`config.mk`:
```
export PLATFORM = sky130hd
export DESIGN_NAME = sc_rr_slave_port_arbiter
export DESIGN_NICKNAME = d
export VERILOG_FILES = /design/src/rtl/sc_rr_slave_port_arbiter_pkg.sv /design/src/rtl/sc_rr_slave_port_arbiter_prio_picker.sv /design/src/rtl/sc_rr_slave_port_arbiter.sv
export SDC_FILE = /design/constraint.sdc
export NUM_CORES = 1
export LEC_CHECK = 0
export ABC_AREA = 1
export CORE_AREA = 10 10 47 49
export CTS_CLUSTER_DIAMETER = 80
export DETAILED_ROUTE_END_ITERATION = 7
export DIE_AREA = 0 0 57 59
export DONT_BUFFER_PORTS = 1
export SYNTH_ARGS = -nofsm -noshare
export SYNTH_HDL_FRONTEND = slang
export SYNTH_SLANG_ARGS = --single-unit
export TNS_END_PERCENT = 30
```
`constraint.sdc`:
```
create_clock -name i_clk -period 0.85 [get_ports i_clk]
set_input_delay 0.17 -clock i_clk [delete_from_list [all_inputs] [get_ports i_clk]]
set_output_delay 0.17 -clock i_clk [all_outputs]
set_load 0.02 [all_outputs]
```
`src/rtl/sc_rr_slave_port_arbiter_pkg.sv`:
```
// -----------------------------------------------------------------------------
// sc_rr_slave_port_arbiter_pkg
// Shared crossbar definitions for the slave-port arbiters:
//   - SC_ADDR_W        : address width of every master port
//   - SC_DEF_SL_BASE   : default slave window base (compared after masking)
//   - SC_DEF_SL_MASK   : default address bits that select a slave
//   - sc_arb_state_t   : arbiter FSM state encoding (IDLE=0, GRANT=1)
//   - sc_wrap_idx      : (base + off) mod n for 0 <= base, off < n
// -----------------------------------------------------------------------------
package sc_rr_slave_port_arbiter_pkg;

   localparam int          SC_ADDR_W      = 32;
   localparam logic [31:0] SC_DEF_SL_BASE = 32'h0000_0000;
   localparam logic [31:0] SC_DEF_SL_MASK = 32'h8000_0000;

   typedef enum logic {
      ST_IDLE  = 1'b0,
      ST_GRANT = 1'b1
   } sc_arb_state_t;

   // Both operands are already below n, so one conditional subtract suffices.
   function automatic int sc_wrap_idx(input int base, input int off, input int n);
      int s;
      s = base + off;
      return (s >= n) ? (s - n) : s;
   endfunction

endpackage

```
`src/rtl/sc_rr_slave_port_arbiter_prio_picker.sv`:
```
// -----------------------------------------------------------------------------
// sc_rr_prio_picker
// Combinational rotating-priority picker: returns the first set bit of the
// eligible vector, searching upward from the pointer and wrapping N-1 -> 0.
// Ports:
//   i_elig    in  [N-1:0]   eligible requesters
//   i_ptr     in  [IW-1:0]  highest-priority index (must be < N)
//   o_onehot  out [N-1:0]   one-hot winner, zero when nothing eligible
//   o_idx     out [IW-1:0]  binary winner index, zero when nothing eligible
//   o_valid   out           at least one requester eligible
// -----------------------------------------------------------------------------
module sc_rr_prio_picker
   import sc_rr_slave_port_arbiter_pkg::*;
#(
   parameter int N  = 2,
   parameter int IW = $clog2(N)
) (
   input  logic [N-1:0]  i_elig,
   input  logic [IW-1:0] i_ptr,
   output logic [N-1:0]  o_onehot,
   output logic [IW-1:0] o_idx,
   output logic          o_valid
);

   // Scan from the lowest priority upward so the last hit (the smallest
   // offset from the pointer) overrides earlier ones.
   always_comb begin
      o_onehot = '0;
      o_idx    = '0;
      o_valid  = 1'b0;
      for (int off = N - 1; off >= 0; off--) begin
         if (i_elig[sc_wrap_idx(int'(i_ptr), off, N)]) begin
            o_valid  = 1'b1;
            o_idx    = IW'(sc_wrap_idx(int'(i_ptr), off, N));
            o_onehot = N'(1) << sc_wrap_idx(int'(i_ptr), off, N);
         end
      end
   end

endmodule

```
`src/rtl/sc_rr_slave_port_arbiter.sv`:
```
// -----------------------------------------------------------------------------
// sc_rr_slave_port_arbiter
// Per-slave round-robin arbiter. Picks one decoding master, holds the grant
// until slave ack (or master abort), then rotates priority past the winner.
// Optional watchdog: define SC_RR_ARB_TIMEOUT_EN to force release after
// TIMEOUT grant cycles without ack (o_timeout pulses); otherwise o_timeout=0.
// Ports:
//   i_clk        in   clock (rising edge)
//   i_resetb     in   asynchronous active-low reset
//   i_ms_req     in   [N-1:0]    per-master request level
//   i_ms_addr    in   [32N-1:0]  per-master address, master k at [32k+:32]
//   i_sl_ack     in   single-cycle slave ack
//   o_grant      out  [N-1:0]    one-hot grant, zero when idle
//   o_grant_idx  out  [IW-1:0]   binary granted index, valid while o_busy
//   o_busy       out  slave port owned
//   o_timeout    out  one-cycle watchdog release pulse
// -----------------------------------------------------------------------------
module sc_rr_slave_port_arbiter
   import sc_rr_slave_port_arbiter_pkg::*;
#(
   parameter int          N_MASTERS = 2,
   parameter logic [31:0] SL_BASE   = SC_DEF_SL_BASE,
   parameter logic [31:0] SL_MASK   = SC_DEF_SL_MASK,
   parameter int          TIMEOUT   = 256,
   parameter int          IW        = $clog2(N_MASTERS)
) (
   input  logic                           i_clk,
   input  logic                           i_resetb,
   input  logic [N_MASTERS-1:0]           i_ms_req,
   input  logic [SC_ADDR_W*N_MASTERS-1:0] i_ms_addr,
   input  logic                           i_sl_ack,
   output logic [N_MASTERS-1:0]           o_grant,
   output logic [IW-1:0]                  o_grant_idx,
   output logic                           o_busy,
   output logic                           o_timeout
);

   if (N_MASTERS < 2 || N_MASTERS > 8 || TIMEOUT < 2) begin : g_bad_cfg
      $error("sc_rr_slave_port_arbiter: unsupported N_MASTERS/TIMEOUT");
   end

   sc_arb_state_t          r_state, w_state_next;
   logic [N_MASTERS-1:0]   r_grant, w_grant_next;
   logic [IW-1:0]          r_idx, w_idx_next;
   logic [IW-1:0]          r_ptr, w_ptr_next;
   logic                   w_timeout_next;
   logic                   w_release;
   logic                   w_wd_expired;

   logic [N_MASTERS-1:0]   w_elig;
   logic [N_MASTERS-1:0]   w_pick_onehot;
   logic [IW-1:0]          w_pick_idx;
   logic                   w_pick_valid;

   genvar gi;
   for (gi = 0; gi < N_MASTERS; gi++) begin : g_elig
      assign w_elig[gi] = i_ms_req[gi] &&
                          ((i_ms_addr[gi*SC_ADDR_W +: SC_ADDR_W] & SL_MASK) == SL_BASE);
   end

   sc_rr_prio_picker #(
      .N  (N_MASTERS),
      .IW (IW)
   ) u_picker (
      .i_elig   (w_elig),
      .i_ptr    (r_ptr),
      .o_onehot (w_pick_onehot),
      .o_idx    (w_pick_idx),
      .o_valid  (w_pick_valid)
   );

`ifdef SC_RR_ARB_TIMEOUT_EN
   localparam int CW = $clog2(TIMEOUT + 1);
   logic [CW-1:0] r_wd_cnt;

   // Counts completed GRANT cycles; zero in IDLE so it starts fresh per grant.
   always_ff @(posedge i_clk or negedge i_resetb) begin
      if (!i_resetb)
         r_wd_cnt <= '0;
      else if (r_state == ST_IDLE)
         r_wd_cnt <= '0;
      else
         r_wd_cnt <= r_wd_cnt + CW'(1);
   end

   assign w_wd_expired = (r_wd_cnt == CW'(TIMEOUT - 1));
`else
   assign w_wd_expired = 1'b0;
`endif

   always_comb begin
      w_state_next   = r_state;
      w_grant_next   = r_grant;
      w_idx_next     = r_idx;
      w_ptr_next     = r_ptr;
      w_timeout_next = 1'b0;
      w_release      = 1'b0;
      case (r_state)
         ST_IDLE: begin
            // Ack while idle is deliberately ignored.
            if (w_pick_valid) begin
               w_state_next = ST_GRANT;
               w_grant_next = w_pick_onehot;
               w_idx_next   = w_pick_idx;
            end
         end
         ST_GRANT: begin
            // Priority: ack beats abort beats watchdog.
            if (i_sl_ack || !i_ms_req[r_idx]) begin
               w_release = 1'b1;
            end else if (w_wd_expired) begin
               w_release      = 1'b1;
               w_timeout_next = 1'b1;
            end
         end
         default: w_state_next = ST_IDLE;
      endcase
      if (w_release) begin
         w_state_next = ST_IDLE;
         w_grant_next = '0;
         w_ptr_next   = (r_idx == IW'(N_MASTERS - 1)) ? '0 : r_idx + IW'(1);
      end
   end

   always_ff @(posedge i_clk or negedge i_resetb) begin
      if (!i_resetb) begin
         r_state <= ST_IDLE;
         r_grant <= '0;
         r_idx   <= '0;
         r_ptr   <= '0;
      end else begin
         r_state <= w_state_next;
         r_grant <= w_grant_next;
         r_idx   <= w_idx_next;
         r_ptr   <= w_ptr_next;
      end
   end

`ifdef SC_RR_ARB_TIMEOUT_EN
   logic r_timeout;
   always_ff @(posedge i_clk or negedge i_resetb) begin
      if (!i_resetb)
         r_timeout <= 1'b0;
      else
         r_timeout <= w_timeout_next;
   end
   assign o_timeout = r_timeout;
`else
   assign o_timeout = 1'b0;
`endif

   assign o_grant     = r_grant;
   assign o_grant_idx = r_idx;
   assign o_busy      = (r_state == ST_GRANT);

endmodule
```
# Word-level counts from Yosys, hierarchy flattened

Index checks and enable logic that the tools add are counted.
Widths: inputs -> output; s select.

Register bits after elaboration: 5
Bits in latches: 0
Memory bits (writable): 0
Memory bits (read-only): 0
Input bits: 69
Output and inout port bits: 5
Logic and storage cells: 51
Memories kept: 0

Add/subtract/negate cells: 4
Multipliers: 0
Divide/modulo/power cells: 0
Order comparisons: 5
Equal/unequal tests: 1
Shifts and indexed selects: 2
Mux-type cells: 25
Bitwise logic cells: 1
Reduce and logical (&&, ||, !) cells: 9

Operators with widths:

| operator              | number |
|---|---|
| $logic_not 32->1      | 2 |
| $lt 32x3->1 const B   | 2 |
| $mux 32               | 2 |
| $shl 1x32->2 const A  | 2 |
| $ge 32x3->1 const B   | 1 |
| $sub 32x3->32 const B | 1 |
| $mux 1                | 18 |
| $mux 2                | 5 |
| $reduce_and 2->1      | 2 |
| $sub 1x2->3 const B   | 1 |
| $add 1x1->2 const B   | 1 |
| $ge 1x2->1 const B    | 1 |
| $logic_and 1x1->1     | 2 |
| $lt 1x2->1 const B    | 1 |
| $ne 2x1->1 const B    | 1 |
| $reduce_bool 2->1     | 1 |
| $add 1x1->1 const B   | 1 |
| $logic_not 1->1       | 1 |
| $logic_or 1x1->1      | 1 |
| $not 1->1             | 1 |

# Logic depth before layout (Yosys ltp)

Gate-level depths: netlist of run 1.

Depth after elaboration: 11
Mapped depth: 6
Depth with buffers taken out: 6

# Modules after synthesis

From an unflattened synthesis of run 1, not the netlist that was laid out.

Cells, all modules: 45
Area, all modules: 305.3 um^2

By module, submodules not included:

| module                   | instances | cells an instance | area each (um^2) | sequential area each (um^2) |
|---|---|---|---|---|
| sc_rr_slave_port_arbiter | 1         | 31                | 249.0            | 125.1 |
| sc_rr_prio_picker        | 1         | 14                | 56.3             | 0.0 |

# Worst setup path before layout of run 1

Ideal clock, no wire load.

Path type: reg-to-reg
Start point: register r_idx, in the netlist o_grant_idx
End point: register r_grant[1], in the netlist o_grant[1]
Library setup time: 128 ps
Arrival: 828 ps
Required time: 722 ps
Slack: -106 ps
Stages on the path, launching flop included: 6
Path buffers: 0
Period minus slack after synthesis: 956 ps
Cells stage by stage: dfrtp_1 > nand2_1 > nand3_2 > nand2_2 > nand3_1 > nand2_1

Cells in the longest elaborated chain, start to end: 8

RTL lines:

| what                                                      | line                            | source |
|---|---|---|
| start, declared                                           | sc_rr_slave_port_arbiter.sv:44  | `logic [IW-1:0] r_idx, w_idx_next;` |
| start signal, assigned                                    | sc_rr_slave_port_arbiter.sv:134 | `r_idx <= w_idx_next;` |
| $mux 1 (not written as such) (*) (2 in series)            | sc_rr_slave_port_arbiter.sv:109 | `if (i_sl_ack \|\| !i_ms_req[r_idx]) begin` |
| $logic_not 1->1 (*)                                       | sc_rr_slave_port_arbiter.sv:109 |  |
| $logic_or 1x1->1 (*)                                      | sc_rr_slave_port_arbiter.sv:109 |  |
| $mux 1 (*)                                                | sc_rr_slave_port_arbiter.sv:109 |  |
| $mux 1 (*)                                                | sc_rr_slave_port_arbiter.sv:98  | `case (r_state)` |
| $ne 2x1->1 (no line) or $reduce_bool 2->1 (tied branches) | --                              |  |
| $reduce_and 2->1 (no line)                                | --                              |  |
| end signal, assigned                                      | sc_rr_slave_port_arbiter.sv:133 | `r_grant <= w_grant_next;` |
| end, declared                                             | sc_rr_slave_port_arbiter.sv:43  | `logic [N_MASTERS-1:0] r_grant, w_grant_next;` |

Mark *: on every way between the ends. The rest lies on a longest branch, timed or not. The select of a mux whose other input is x is not followed.
A chain may end at the register's enable or synchronous reset.

# Worst setup path in the final report of run 1

Start point: register r_idx, in the netlist o_grant_idx
End point: output o_grant_idx

RTL lines:

| what          | line                           | source |
|---|---|---|
| end, declared | sc_rr_slave_port_arbiter.sv:33 | `output logic [IW-1:0] o_grant_idx,` |

No word-level cell between the ends.

==> results.cfg, run 1 <==
[clocking]
htreeDepth = 1
cts.path.max_buffers = 2
clkLatencyLatePin_ps = 240
clk_pin_slew_ps = 40
clock-sinks = 5
cts_tree = done
cts_root_buffer = clkbuf_4
numCtsBuffers = 3

[logic_synthesis]
yosysUniqueCellTypes = 13
synth.avg_cell_area_sq_um = 7.507
syn-num-nets = 104
syn_area_sq_um = 262.8
synthCells = 35
yosysWarningCount = 0
synth-seq-cells = 5
yosysSeqAreaShare_pct = 47.62

[placed_design]
dp.cells = 58
globalplace.congestion = 0.7105
dpl.hpwl_um = 569.1
numPortBuffers = 0

[routing]
first_pass_iters = 2
avgRoutedWirePerCell_um = 10.61
drt_iter0_markers = 2
avgViaCountPerCell = 3.938
drc_errors = 0
ant_nets = 0
drt-total-wl_um = 679
via_count = 252

[critical_path]
setup.worst_path.start_class = flip-flop
r2r-start = o_grant_idx$_DFFE_PN0P_
arrival_ps = 810
cp_data_required_time_ps = 680
crit_type = reg -> out
critical-path-max-stage-delay_ps = 430
r2r_slack_ps = -70
cp.buffers_inverters = 1
path_cells = buf_6
r2r-end = o_grant[0]$_DFFE_PN0P_
reg2reg_depth = 6
critical-path-top-delay-family = flip-flops
endpoint_kind = output pin
cp_max_fo = 4
slowest_stage = dfrtp_2

[sta]
hold-worst-slack_ps = 78.82
period_needed_ps = 975.6
tns_ps = -650.3
rsz0062_at_grt = yes
clock_skew_ps = 4.945
fin_ws_ps = -125.6
hold_viol_final = 0
fmax_mhz = 1025
final_max_slew_viol_count = 0
fin_crit_sh_pct = 114.8
setup_viol = 8

[layout]
antenna_cells = 0
multi_input_area_sq_um = 146.4
drive_above_1_share_pct = 45.83
fin_util_pct = 32.14
nFillCells = 149
nets = 118
area_delta_synth_final_pct = 71.43
regArea_sq_um = 126.4
fin_cells = 64

[status]
status = finished, violations left
failed_checks = setup timing

[grt]
grt_pass1_vias = 265
grt_usage_pct = 4.293
grt_max_degree = 6
grt_pass1_wl_um = 1138
grt_overflow = 0
antenna_found_initial = 0

[hold_path]
min_path_type = in -> reg
worstHoldEndpoint = o_grant_idx$_DFFE_PN0P_
hp-start = i_ms_addr[31]
holdPathStages = 2

[power_and_ir_drop]
total_power_uw = 1163
cellPowerDensity_mw_per_mm2 = 2582
vdd_drop_max_uv = 906.9
p_leak_uw = 0.0002348

[die]
start_util_pct = 18.75
die_width_um = 57
design.die.area_sq_mm = 0.003363
io_pins = 74
rows = 14
core-area_sq_mm = 0.001401
chipHeight_um = 59

[run]
maxCapViolCount = 0
==> synth_stat cells (all sizes together) <==
cell    n  area share [%]
nand3   3             7.6
o21ai   3             5.7
buf     1             2.9
o31ai   1             2.9
dfrtp   5              48
nand4   1             2.4
nand2  11              17
inv     8              11
conb    1             1.4
nor2    1             1.4
==> cell usage in the layout, fill, tap and decap left out <==
master         netlist  final
buf_6                0      3
nand2_1             10      7
nand2_4              0      1
o31ai_4              0      1
clkbuf_4             0      3
nand2_2              1      3
nand3_4              0      1
dlygate4sd3_1        0      1
conb_1               1      1
nand4_1              1      1
nand3_2              1      1
inv_1                8      7
buf_12               0      1
dfrtp_2              0      1
o21ai_1              2      3
nand3_1              2      1
dfrtp_1              5      4
nor2_4               0      1
clkbuf_1             0      1
inv_2                0      1
buf_4                1      5
==> final cells by class <==
type,count,share of cell area [%]
Sequential cell,5,28.06
Multi-Input combinational cell,21,32.50
Clock buffer,4,5.833
Timing Repair Buffer,10,22.50
Inverter,8,6.667
Tap cell,16,4.444
==> per-layer routing <==
| layer | vias to the layer above | part of all wire [%] | track usage (%) |
|---|---|---|---|
| met5 | - | 0 | 0 |
| met3 | 0 | 10 | 3.004 |
| met1 | 114 | 47 | 5.036 |
| met2 | 9 | 43 | 5.271 |
| met4 | 0 | 0 | 3.020 |
| li1 | 129 | - | - |
==> cell families after synthesis <==
family	count (synthesis)	synth area share [%]
AND/OR/NAND/NOR	16	28.10
AO/OA/AOI/OAI	4	8.571
buffers and inverters	9	14.29
other	1	1.427
flip-flops	5	47.62
==> sequential cells by signal, indices dropped and copies added, names as in the netlist <==
name,flops
o_grant_idx,1
r_ptr,1
o_grant,2
o_busy,1
==> where the power goes <==
group,leakage (uW),internal [uW],switching [uW],total (uW)
logic,0.000159,266,234,499
registers,0.0000612,314,81.0,395
clock network,0.0000150,177,91.8,269
==> stage by stage <==
stage / instance area [sq um] / setup WS [ps]
2_1_floorplan: 269.0 / -76.93
3_3_place_gp: 354.1 / -101.2
3_5_place_dp: 354.1 / -122.8
4_1_cts: 414.1 / -126.0
5_1_grt: 450.4 / -164.5
6_report: 450.4 / -125.6
==> what timing repair did <==
action | CTS | global route
hold endpoints to repair | 5 | 0
pin swaps | 0 | 1
endpoints found under the setup margin | 9 | 9
setup buffers | 1 | 0
hold buffers | 1 | 0
gates cloned | 0 | 0
gates resized for setup | 4 | 10
==> worst max path at each step <==
stage | startpoint | end | slack [ps] | depth (start not counted)
6_report | o_grant_idx$_DFFE_PN0P_ | o_grant_idx | -130 | 1
3_5_place_dp | r_ptr$_DFFE_PN0P_ | o_grant[1]$_DFFE_PN0P_ | -120 | 2
3_3_place_gp | r_ptr$_DFFE_PN0P_ | o_grant[1]$_DFFE_PN0P_ | -100 | 2
2_1_floorplan | o_grant_idx$_DFFE_PN0P_ | o_grant[0]$_DFFE_PN0P_ | -80 | 6
5_1_grt | o_busy$_DFF_PN0_ | o_busy | -160 | 1
4_1_cts | o_grant_idx$_DFFE_PN0P_ | o_grant_idx | -130 | 1
No activity file was read; power rests on OpenSTA's default activity.
==> inputs of run 2 (changes only) <==
--- a/config.mk
+++ b/config.mk
@@ -11,6 +11,7 @@
 export DETAILED_ROUTE_END_ITERATION = 7
 export DIE_AREA = 0 0 57 59
 export DONT_BUFFER_PORTS = 1
+export SLEW_MARGIN = 30
 export SYNTH_ARGS = -nofsm -noshare
 export SYNTH_HDL_FRONTEND = slang
 export SYNTH_SLANG_ARGS = --single-unit
==> results of run 2 <==
No change in the layout: final DEF, timing and power equal those of run 1.
